File: src/rtl/spi_pkg.sv
// Shared definitions for the SPI slave: FSM state encoding, frame command codes
// and the fixed command width.
package spi_pkg;

    localparam int CMD_W = 2;

    typedef enum logic [2:0] {
        IDLE,
        CMD,
        WRITE,
        READ_ADD,
        READ_DATA,
        TX_WAIT,
        TX,
        DRAIN
    } spi_state_t;

    localparam logic [CMD_W-1:0] WR_ADDR = 2'b00;
    localparam logic [CMD_W-1:0] WR_DATA = 2'b01;
    localparam logic [CMD_W-1:0] RD_ADDR = 2'b10;
    localparam logic [CMD_W-1:0] RD_DATA = 2'b11;

endpackage

File: src/rtl/spi_tx_serializer.sv
// Parallel-load, MSB-first shift-out of the read payload onto a registered MISO.
// done is high while the final bit is on the line.
module spi_tx_serializer #(
    parameter int W = 8
) (
    input  logic         clk,
    input  logic         rst_n,
    input  logic         load,
    input  logic         shift,
    input  logic [W-1:0] data,
    output logic         bit_out,
    output logic         done
);

    localparam int CW = $clog2(W);

    logic [W-1:0]  shift_reg;
    logic [CW-1:0] cnt_reg;
    logic          out_reg;

    // cnt_reg holds the number of bits still to follow the one on the line;
    // the line returns to 0 whenever the serializer is neither loaded nor shifted.
    always_ff @(posedge clk) begin
        if (!rst_n) begin
            shift_reg <= '0;
            cnt_reg   <= '0;
            out_reg   <= 1'b0;
        end else if (load) begin
            out_reg   <= data[W-1];
            shift_reg <= {data[W-2:0], 1'b0};
            cnt_reg   <= CW'(W - 1);
        end else if (shift) begin
            if (cnt_reg == '0) begin
                out_reg <= 1'b0;
            end else begin
                out_reg   <= shift_reg[W-1];
                shift_reg <= {shift_reg[W-2:0], 1'b0};
                cnt_reg   <= cnt_reg - CW'(1);
            end
        end else begin
            out_reg <= 1'b0;
        end
    end

    assign bit_out = out_reg;
    assign done    = (cnt_reg == '0);

endmodule

File: src/rtl/spi_slave_param.sv
// SPI slave with {cmd, payload} frames clocked directly by clk; supports
// write address/data and a two-frame read (address, then data returned on MISO).
module spi_slave_param
    import spi_pkg::*;
#(
    parameter int PAYLOAD_W = 8
) (
    input  logic                   clk,
    input  logic                   rst_n,
    input  logic                   SS_n,
    input  logic                   MOSI,
    input  logic [PAYLOAD_W-1:0]   tx_data,
    input  logic                   tx_valid,
    output logic                   MISO,
    output logic [PAYLOAD_W+1:0]   rx_data,
    output logic                   rx_valid,
    output logic                   err
);

    localparam int FRAME_W = PAYLOAD_W + CMD_W;
    localparam int CNT_W   = $clog2(PAYLOAD_W + 3);
    localparam logic [CNT_W-1:0] LAST_BIT = CNT_W'(FRAME_W - 1);

    spi_state_t state_reg, state_next;

    logic [CNT_W-1:0]   bit_cnt_reg, bit_cnt_next;
    logic [FRAME_W-1:0] shift_reg, shift_next;
    logic [FRAME_W-1:0] rx_data_reg, rx_data_next;
    logic               rx_valid_reg, rx_valid_next;
    logic               err_reg, err_next;
    logic               rd_pending_reg, rd_pending_next;

    logic               ser_load;
    logic               ser_shift;
    logic               ser_done;
    logic               frame_done;
    logic [FRAME_W-1:0] shift_in;

    assign frame_done = (bit_cnt_reg == LAST_BIT);
    assign shift_in   = {shift_reg[FRAME_W-2:0], MOSI};

    always_ff @(posedge clk) begin
        if (!rst_n) begin
            state_reg <= IDLE;
        end else begin
            state_reg <= state_next;
        end
    end

    always_comb begin
        state_next      = state_reg;
        bit_cnt_next    = bit_cnt_reg;
        shift_next      = shift_reg;
        rx_data_next    = rx_data_reg;
        rx_valid_next   = 1'b0;
        err_next        = 1'b0;
        rd_pending_next = rd_pending_reg;
        ser_load        = 1'b0;
        ser_shift       = 1'b0;

        // Deselect wins over everything: any partial frame is silently dropped.
        if (SS_n) begin
            state_next   = IDLE;
            bit_cnt_next = '0;
            shift_next   = '0;
        end else begin
            case (state_reg)
                IDLE: begin
                    state_next   = CMD;
                    bit_cnt_next = '0;
                end
                CMD: begin
                    shift_next   = {{(FRAME_W-1){1'b0}}, MOSI};
                    bit_cnt_next = CNT_W'(1);
                    if (!MOSI) begin
                        state_next = WRITE;
                    end else if (rd_pending_reg) begin
                        state_next = READ_DATA;
                    end else begin
                        state_next = READ_ADD;
                    end
                end
                WRITE: begin
                    shift_next   = shift_in;
                    bit_cnt_next = bit_cnt_reg + CNT_W'(1);
                    if (frame_done) begin
                        rx_data_next  = shift_in;
                        rx_valid_next = 1'b1;
                        state_next    = DRAIN;
                    end
                end
                READ_ADD: begin
                    if (bit_cnt_reg == CNT_W'(1) && MOSI != RD_ADDR[0]) begin
                        err_next   = 1'b1;
                        state_next = DRAIN;
                    end else begin
                        shift_next   = shift_in;
                        bit_cnt_next = bit_cnt_reg + CNT_W'(1);
                        if (frame_done) begin
                            rx_data_next    = shift_in;
                            rx_valid_next   = 1'b1;
                            rd_pending_next = 1'b1;
                            state_next      = DRAIN;
                        end
                    end
                end
                READ_DATA: begin
                    if (bit_cnt_reg == CNT_W'(1) && MOSI != RD_DATA[0]) begin
                        err_next   = 1'b1;
                        state_next = DRAIN;
                    end else begin
                        shift_next   = shift_in;
                        bit_cnt_next = bit_cnt_reg + CNT_W'(1);
                        if (frame_done) begin
                            rx_data_next    = shift_in;
                            rx_valid_next   = 1'b1;
                            rd_pending_next = 1'b0;
                            state_next      = TX_WAIT;
                        end
                    end
                end
                TX_WAIT: begin
                    if (tx_valid) begin
                        ser_load   = 1'b1;
                        state_next = TX;
                    end
                end
                TX: begin
                    ser_shift = 1'b1;
                    if (ser_done) begin
                        state_next = DRAIN;
                    end
                end
                DRAIN: begin
                    state_next = DRAIN;
                end
                default: begin
                    state_next = IDLE;
                end
            endcase
        end
    end

    always_ff @(posedge clk) begin
        if (!rst_n) begin
            bit_cnt_reg    <= '0;
            shift_reg      <= '0;
            rx_data_reg    <= '0;
            rx_valid_reg   <= 1'b0;
            err_reg        <= 1'b0;
            rd_pending_reg <= 1'b0;
        end else begin
            bit_cnt_reg    <= bit_cnt_next;
            shift_reg      <= shift_next;
            rx_data_reg    <= rx_data_next;
            rx_valid_reg   <= rx_valid_next;
            err_reg        <= err_next;
            rd_pending_reg <= rd_pending_next;
        end
    end

    spi_tx_serializer #(
        .W(PAYLOAD_W)
    ) u_tx_serializer (
        .clk    (clk),
        .rst_n  (rst_n),
        .load   (ser_load),
        .shift  (ser_shift),
        .data   (tx_data),
        .bit_out(MISO),
        .done   (ser_done)
    );

    assign rx_data  = rx_data_reg;
    assign rx_valid = rx_valid_reg;
    assign err      = err_reg;

endmodule

File: config.mk
export PLATFORM = sky130hd
export DESIGN_NAME = spi_slave_param
export DESIGN_NICKNAME = d
export VERILOG_FILES = /design/src/rtl/spi_pkg.sv /design/src/rtl/spi_tx_serializer.sv /design/src/rtl/spi_slave_param.sv
export SDC_FILE = /design/constraint.sdc
export NUM_CORES = 1
export LEC_CHECK = 0
export CORE_ASPECT_RATIO = 0.75
export CORE_MARGIN = 4
export CORE_UTILIZATION = 25
export CTS_CLUSTER_SIZE = 25
export DETAILED_ROUTE_END_ITERATION = 10
export PLACE_DENSITY = 0.42
export SYNTH_ARGS = -nofsm -noshare
export SYNTH_HDL_FRONTEND = slang
export SYNTH_HIERARCHICAL = 1
export SYNTH_SLANG_ARGS = --single-unit
File: constraint.sdc
create_clock -name clk -period 3.1 [get_ports clk]
set_clock_uncertainty 0.2 [all_clocks]
set_input_delay 0.62 -clock clk [delete_from_list [all_inputs] [get_ports clk]]
set_output_delay 0.62 -clock clk [all_outputs]
set_load 0.01 [all_outputs]
==> results of run 1 <==
[Yosys cell counts (4+ instances only)]
| cell type | n |
|---|---|
| sky130_fd_sc_hd__clkbuf_1 | 5 |
| sky130_fd_sc_hd__nand4_1 | 4 |
| sky130_fd_sc_hd__nand2_1 | 23 |
| sky130_fd_sc_hd__nor2b_1 | 14 |
| sky130_fd_sc_hd__buf_2 | 6 |
| sky130_fd_sc_hd__inv_1 | 11 |
| sky130_fd_sc_hd__a21boi_0 | 8 |
| sky130_fd_sc_hd__ha_1 | 4 |
| sky130_fd_sc_hd__o21ai_0 | 15 |
| sky130_fd_sc_hd__nor2_1 | 10 |
| sky130_fd_sc_hd__nand2b_1 | 4 |
| sky130_fd_sc_hd__a21oi_1 | 9 |
| sky130_fd_sc_hd__mux2i_1 | 20 |
| sky130_fd_sc_hd__dfxtp_1 | 40 |
| sky130_fd_sc_hd__a211oi_1 | 6 |
[routing by layer]
metal	track usage, %	routed length [microns]
met5	0	0
met4	4.59	85
met3	2.54	141
met2	14.4	1920
met1	15.6	2590
[report_power, final]
group          switching, mW  total [mW]  internal, mW
sequential           0.00461       0.521         0.516
clock                  0.197       0.461         0.263
combinational         0.0394      0.0771        0.0377
total                  0.241        1.06         0.817
[cell type report]
type / instances / area, sq um / area share (%)
Clock buffer: 6 / 82.6 / 3.30
Inverter: 11 / 41.3 / 1.65
Multi-Input combinational cell: 161 / 1110 / 44.5
Sequential cell: 40 / 801 / 32.0
Timing Repair Buffer: 31 / 295 / 11.8
Clock inverter: 2 / 38.8 / 1.55
Tap cell: 105 / 131 / 5.25
[cells by family after synthesis]
| kind of cell | share of synthesized area (%) |
|---|---|
| DFF | 39.4 |
| muxes | 9.85 |
| buffers and inverters | 5.91 |
| AOI/OAI and AO/OA | 20.5 |
| and+or+nand+nor | 21.9 |
| adders and majority gates | 2.46 |
[metrics by stage]
step	worst slack, ps	instance area, sq um	hold slack [ps]	utilization [%]	power, mW
after floorplan	1100	2030	234	-	0.577
after global placement	492	2380	254	30.1	0.612
after detailed placement	433	2380	253	30.1	0.611
after CTS	768	2500	266	31.6	1.08
after global routing	657	2500	277	31.6	1.11
final	763	2500	266	31.6	1.06
[worst paths after layout]
kind / from / to / slack [ps] / cells past startpoint
worst max-delay path: SS_n / u_tx_serializer/shift_reg[2] / 760 / 5
worst min-delay path: shift_reg[8] / shift_reg[8] / 270 / 2
worst max register to register: state_reg[1] / u_tx_serializer/shift_reg[2] / 890 / 5
worst min register to register: shift_reg[8] / shift_reg[8] / 270 / 2
[worst register-to-register path: stages (launching register included)]
cell	delay, ps
sky130_fd_sc_hd__dfxtp_1	500
sky130_fd_sc_hd__nor2b_1	280
sky130_fd_sc_hd__and4b_1	480
sky130_fd_sc_hd__inv_1	290
sky130_fd_sc_hd__o21ai_0	280
sky130_fd_sc_hd__a311oi_2	60
==> reports/summary.txt, run 1 <==
DRT
----------------------------------------------------------------------------------
Post-route antenna net violation count                                           0
Mean routed wirelength per cell                                       13.3 microns
Iteration-0 DRC Markers                                                        109
Average via count per standard cell                                           4.66
Drc violations                                                                   0
Routed wire length                                                         4.73 mm
Number of vias after detailed routing                                         1659
Drt first pass iters                                                             4

SETUP PATH
----------------------------------------------------------------------------------
Worst-path cell chain                                                 clkdlybuf4s50_1 > and4b_1 > inv_1 > o21ai_0 > a311oi_2
Maximum fanout along the worst path                                             11
Arrival time worst endpoint                                                2310 ps
Kind of critical path                                                       in2reg
Worst path required time                                                   3070 ps
CP Launch Type                                                          input port
Slowest stage cell, crit path                                         sky130_fd_sc_hd__and4b_1
Slowest stage delay, CP                                                     550 ps
Family with the most delay on the worst path                          buffers and inverters
Kind of end point of the critical path                                    register
Total buffers and inverters traversed by the critical path                       2

SYNTH
----------------------------------------------------------------------------------
Area share of the leading cell type in the synthesized netlist               39.4%
Count of cell types in the netlist                                              52
Post-synth EDFFs                                                                 0
Post-synthesis async set-or-reset flop share                                    0%
Primary FF master, synth                                              sky130_fd_sc_hd__dfxtp_1
Post-synth top area cell                                              sky130_fd_sc_hd__dfxtp_1
Proportion of synthesized chip area in sequential cells                      39.4%
Register bit total from synthesis                                               40
Largest cells by area after synthesis                                 sky130_fd_sc_hd__dfxtp_1 (39%), sky130_fd_sc_hd__mux2i_1 (9.8%), sky130_fd_sc_hd__nor2b_1 (4.3%)
Cells after synthesis                                                          226
Mean area per synthesized cell                                          9.00 sq um
Summed instance area of the synthesized netlist                       0.00203 sq mm
Synth warnings                                                                   6
Synthesized net count                                                          243

WORST HOLD PATH
----------------------------------------------------------------------------------
Class of the tightest hold or removal check                                reg2reg

STA
----------------------------------------------------------------------------------
Final setup TNS                                                               0 ps
Unrepaired setup endpoints after global routing                              false
Hold violation count in the final report                                         0
Number of max-slew violations in the final report                                0
Final setup viols                                                                0
Highest clock frequency the design can meet                                428 MHz
Final critical path time including I/O delays and setup                    2340 ps
Actual slew at the worst max-slew pin                                       592 ps
Max_slew headroom                                                            60.5%
Final period utilization                                                     75.4%

DIE
----------------------------------------------------------------------------------
Effective utilization at floorplan                                           25.7%
Ports                                                                           26
Horizontal extent of the die                                           112 microns
CORE AREA                                                             0.00792 sq mm
Die Footprint                                                         0.00965 sq mm
Placement row count                                                             28
Vertical extent of the die                                            86.1 microns

PLACED DESIGN
----------------------------------------------------------------------------------
Post-DP HPWL                                                               3.28 mm
Number of port buffers                                                          25
Global placement routability congestion                                      0.727
Placed Cells                                                                   348

CLOCK TREE
----------------------------------------------------------------------------------
Number of setup buffers added after CTS                                          0
Later-pin clock latency in the skew report                                  300 ps
H-tree levels                                                                    2
Hold-fix buffers, CTS                                                            0
Number of clock sinks seen by CTS                                               40
Post-cts resize count                                                            0
Longest Clk Path Bufs                                                            2
Total CTS buffers                                                                5
TritonCTS clock tree                                                          done
Reg clk slew, reported paths                                                 80 ps
CTS Root Cell                                                         sky130_fd_sc_hd__clkbuf_8

GLOBAL ROUTE
----------------------------------------------------------------------------------
Number of antenna violations at the first check in global routing                0
Number of global-route vias before repair                                     1586
GR Util All Layers                                                           10.5%
First-pass GRT wire length                                                 8.10 mm
Pin count of the biggest net entering global routing                            21
Overflow left after global routing                                               0

FINAL LAYOUT
----------------------------------------------------------------------------------
Antenna diode instance count                                                     0
Area added between synthesis and finish                                      23.1%
Number of nets in the layout                                                   267
Count of filler cells inserted in the layout                                   848
Leading cell type in the layout, fill and taps excluded               sky130_fd_sc_hd__dfxtp_1
Layout cell share with drive strength beyond 1                               8.76%
Flip-flop count of the largest register, all copies and words added             10
Post-route insts no fill                                                       356
Leading cell types in the layout, fill and taps excluded              sky130_fd_sc_hd__dfxtp_1 (40), sky130_fd_sc_hd__clkdlybuf4s50_1 (25), sky130_fd_sc_hd__nand2_1 (23)

FLOW RUN
----------------------------------------------------------------------------------
Max-cap violations                                                               0

PWR
----------------------------------------------------------------------------------
Total power per unit cell area                                         423 mW/mm^2
Pleak                                                                     0.920 nW
VDD IR max                                                                0.178 mV

OUTCOME
----------------------------------------------------------------------------------
Run status                                                               completed

(Power assumes the default switching activity.)
==> inputs of run 2 (changes only) <==
- clock period: 3.1 -> 2.38 ns (I/O delays scaled with it)
==> reports/summary.txt, run 2 (synthesis gave the netlist of run 1 again) <==
FINAL LAYOUT
----------------------------------------------------------------------------------
Area added between synthesis and finish                                      26.4%
Total area of multi-input combinational cells                         0.00111 sq mm
Antenna diode instance count                                                     0
Register Area                                                            801 sq um
Flip-flop count of the largest register, all copies and words added             10
Number of nets in the layout                                                   276
Leading cell types in the layout, fill and taps excluded              sky130_fd_sc_hd__dfxtp_1 (40), sky130_fd_sc_hd__clkdlybuf4s50_1 (25), sky130_fd_sc_hd__nand2_1 (23)
Count of filler cells inserted in the layout                                   861
Leading cell type in the layout, fill and taps excluded               sky130_fd_sc_hd__dfxtp_1
Post-route insts no fill                                                       365
Layout cell share with drive strength beyond 1                               11.9%

SETUP PATH
----------------------------------------------------------------------------------
Slowest stage cell, crit path                                         sky130_fd_sc_hd__nor3_4
Number of cells traversed by the worst register-to-register path                 6
CP Launch Type                                                            register
Reg-to-reg critical path endpoint                                     shift_reg[6]
Worst-path cell chain                                                 inv_1 > ha_1 > nor4b_1 > o21a_1 > nor3_4 > mux2i_1
Worst reg-to-reg setup slack                                                210 ps
Kind of critical path                                                      reg2reg
Slowest stage delay, CP                                                     510 ps
Total buffers and inverters traversed by the critical path                       1
Arrival time worst endpoint                                                2190 ps
Critical Path Stages                                                             6
Reg2reg start                                                         bit_cnt_reg[1]
Maximum fanout along the worst path                                              8
Worst path required time                                                   2400 ps
Family with the most delay on the worst path                          simple AND/OR/NAND/NOR gates
Kind of end point of the critical path                                    register

FLOW RUN
----------------------------------------------------------------------------------
Max-cap violations                                                               0

CLOCK TREE
----------------------------------------------------------------------------------
Hold-fix buffers, CTS                                                            0
Reg clk slew, reported paths                                                 80 ps
Later-pin clock latency in the skew report                                  290 ps
TritonCTS clock tree                                                          done
Longest Clk Path Bufs                                                            2
Number of clock sinks seen by CTS                                               40
H-tree levels                                                                    2
Post-cts resize count                                                            0
CTS Root Cell                                                         sky130_fd_sc_hd__clkbuf_8
Total CTS buffers                                                                5
Number of setup buffers added after CTS                                          0

GLOBAL ROUTE
----------------------------------------------------------------------------------
Number of antenna violations at the first check in global routing                0
Met2 capacity usage during global routing                                    14.9%
GR Util All Layers                                                           10.5%
Most heavily used metal layer in global routing                               met1
Pin count of the biggest net entering global routing                            19
Overflow left after global routing                                               0
Met1 track demand over resource in global routing                            15.6%
Number of global-route vias before repair                                     1571
First-pass GRT wire length                                                 8.20 mm
Met3 layer usage reported by global route                                    2.75%

WORST HOLD PATH
----------------------------------------------------------------------------------
Number of cells on the worst hold path                                           2
Class of the tightest hold or removal check                                reg2reg
Min-Delay Startpoint                                                  shift_reg[8]
Min-Delay Endpoint                                                    shift_reg[8]

DRT
----------------------------------------------------------------------------------
Drc violations                                                                   0
Mean routed wirelength per cell                                       13.1 microns
Iteration-0 DRC Markers                                                         66
Average via count per standard cell                                           4.58
Drt first pass iters                                                             4
Post-route antenna net violation count                                           0
Routed wire length                                                         4.78 mm
Number of vias after detailed routing                                         1672

PWR
----------------------------------------------------------------------------------
Total power per unit cell area                                         539 mW/mm^2
Power Internal                                                             1.07 mW
Proportion of power drawn by flip-flops and latches                          49.1%
VDD IR max                                                                0.282 mV
Pleak                                                                     0.965 nW
Part of the power in combinational logic                                      7.5%
Sw frac                                                                      22.7%
Clock network fraction of design power                                       43.3%
Switching power summed over all nets                                      0.315 mW

PLACED DESIGN
----------------------------------------------------------------------------------
Global placement routability congestion                                      0.781
DP Worst Slack                                                            -12.2 ps
Placed Cells                                                                   357
Post-DP HPWL                                                               3.52 mm
Number of port buffers                                                          25

DIE
----------------------------------------------------------------------------------
Horizontal extent of the die                                           112 microns
CORE AREA                                                             0.00792 sq mm
Ports                                                                           26
Placement row count                                                             28
Vertical extent of the die                                            86.1 microns
Die Footprint                                                         0.00965 sq mm
Effective utilization at floorplan                                           25.7%

STA
----------------------------------------------------------------------------------
Max_slew headroom                                                            62.0%
Final setup viols                                                                0
Tightest hold margin                                                        268 ps
Final period utilization                                                     91.0%
Actual slew at the worst max-slew pin                                       570 ps
Number of max-slew violations in the final report                                0
Unrepaired setup endpoints after global routing                              false
Highest clock frequency the design can meet                                462 MHz
Final critical path time including I/O delays and setup                    2170 ps
Hold violation count in the final report                                         0
Fin worst setup slack                                                       214 ps

OUTCOME
----------------------------------------------------------------------------------
Run status                                                               completed

==> run 2: layout make-up <==
| class | instances | share of cell area, % |
|---|---|---|
| multi-input cells | 161 | 43.3 |
| flip-flops and latches | 40 | 31.2 |
| repair buffers | 40 | 14.1 |
| well taps | 105 | 5.11 |
| clock buffers | 6 | 3.21 |
| inverters | 11 | 1.61 |
| clock inverters | 2 | 1.51 |
==> run 2: worst max path at each step <==
| stage | start | endpoint | slack, ps |
|---|---|---|---|
| finish | bit_cnt_reg[1] | shift_reg[6] | 210 |
| global route | bit_cnt_reg[1] | shift_reg[5] | 50 |
| CTS | bit_cnt_reg[1] | shift_reg[2] | 190 |
| detailed placement | MOSI | shift_reg[7] | -10 |
| global placement | MOSI | shift_reg[8] | 30 |
| floorplan | state_reg[2] | u_tx_serializer/shift_reg[2] | 380 |
==> run 2: metal layers <==
| layer | part of all wire (%) | up-vias |
|---|---|---|
| li1 | - | 875 |
| met1 | 53 | 772 |
| met2 | 42 | 20 |
| met3 | 3.5 | 5 |
| met4 | 0.73 | 0 |
| met5 | 0 | - |
==> run 2: power groups by stage <==
stage / clock (mW) / sequential, mW / combinational (mW)
global route: 0.649 / 0.682 / 0.117
detailed placement: 0 / 0.696 / 0.105
CTS: 0.619 / 0.680 / 0.106
global placement: 0 / 0.696 / 0.107
finish: 0.600 / 0.680 / 0.104
floorplan: 0 / 0.692 / 0.0597
==> run 2: metrics by stage <==
stage | total power [mW] | cell area, sq um | util (%) | setup TNS [ps]
floorplan | 0.751 | 2030 | - | 0
global route | 1.45 | 2570 | 32.5 | 0
global placement | 0.803 | 2450 | 30.9 | 0
finish | 1.38 | 2570 | 32.5 | 0
detailed placement | 0.801 | 2450 | 30.9 | -12.6
CTS | 1.40 | 2570 | 32.5 | 0
==> run 2: worst reg2reg max path: stages (launching register included) <==
cell and delay [ps]:
sky130_fd_sc_hd__dfxtp_1 400, sky130_fd_sc_hd__inv_1 60, sky130_fd_sc_hd__ha_1 260, sky130_fd_sc_hd__nor4b_1 170, sky130_fd_sc_hd__o21a_1 270, sky130_fd_sc_hd__nor3_4 510
sky130_fd_sc_hd__mux2i_1 230
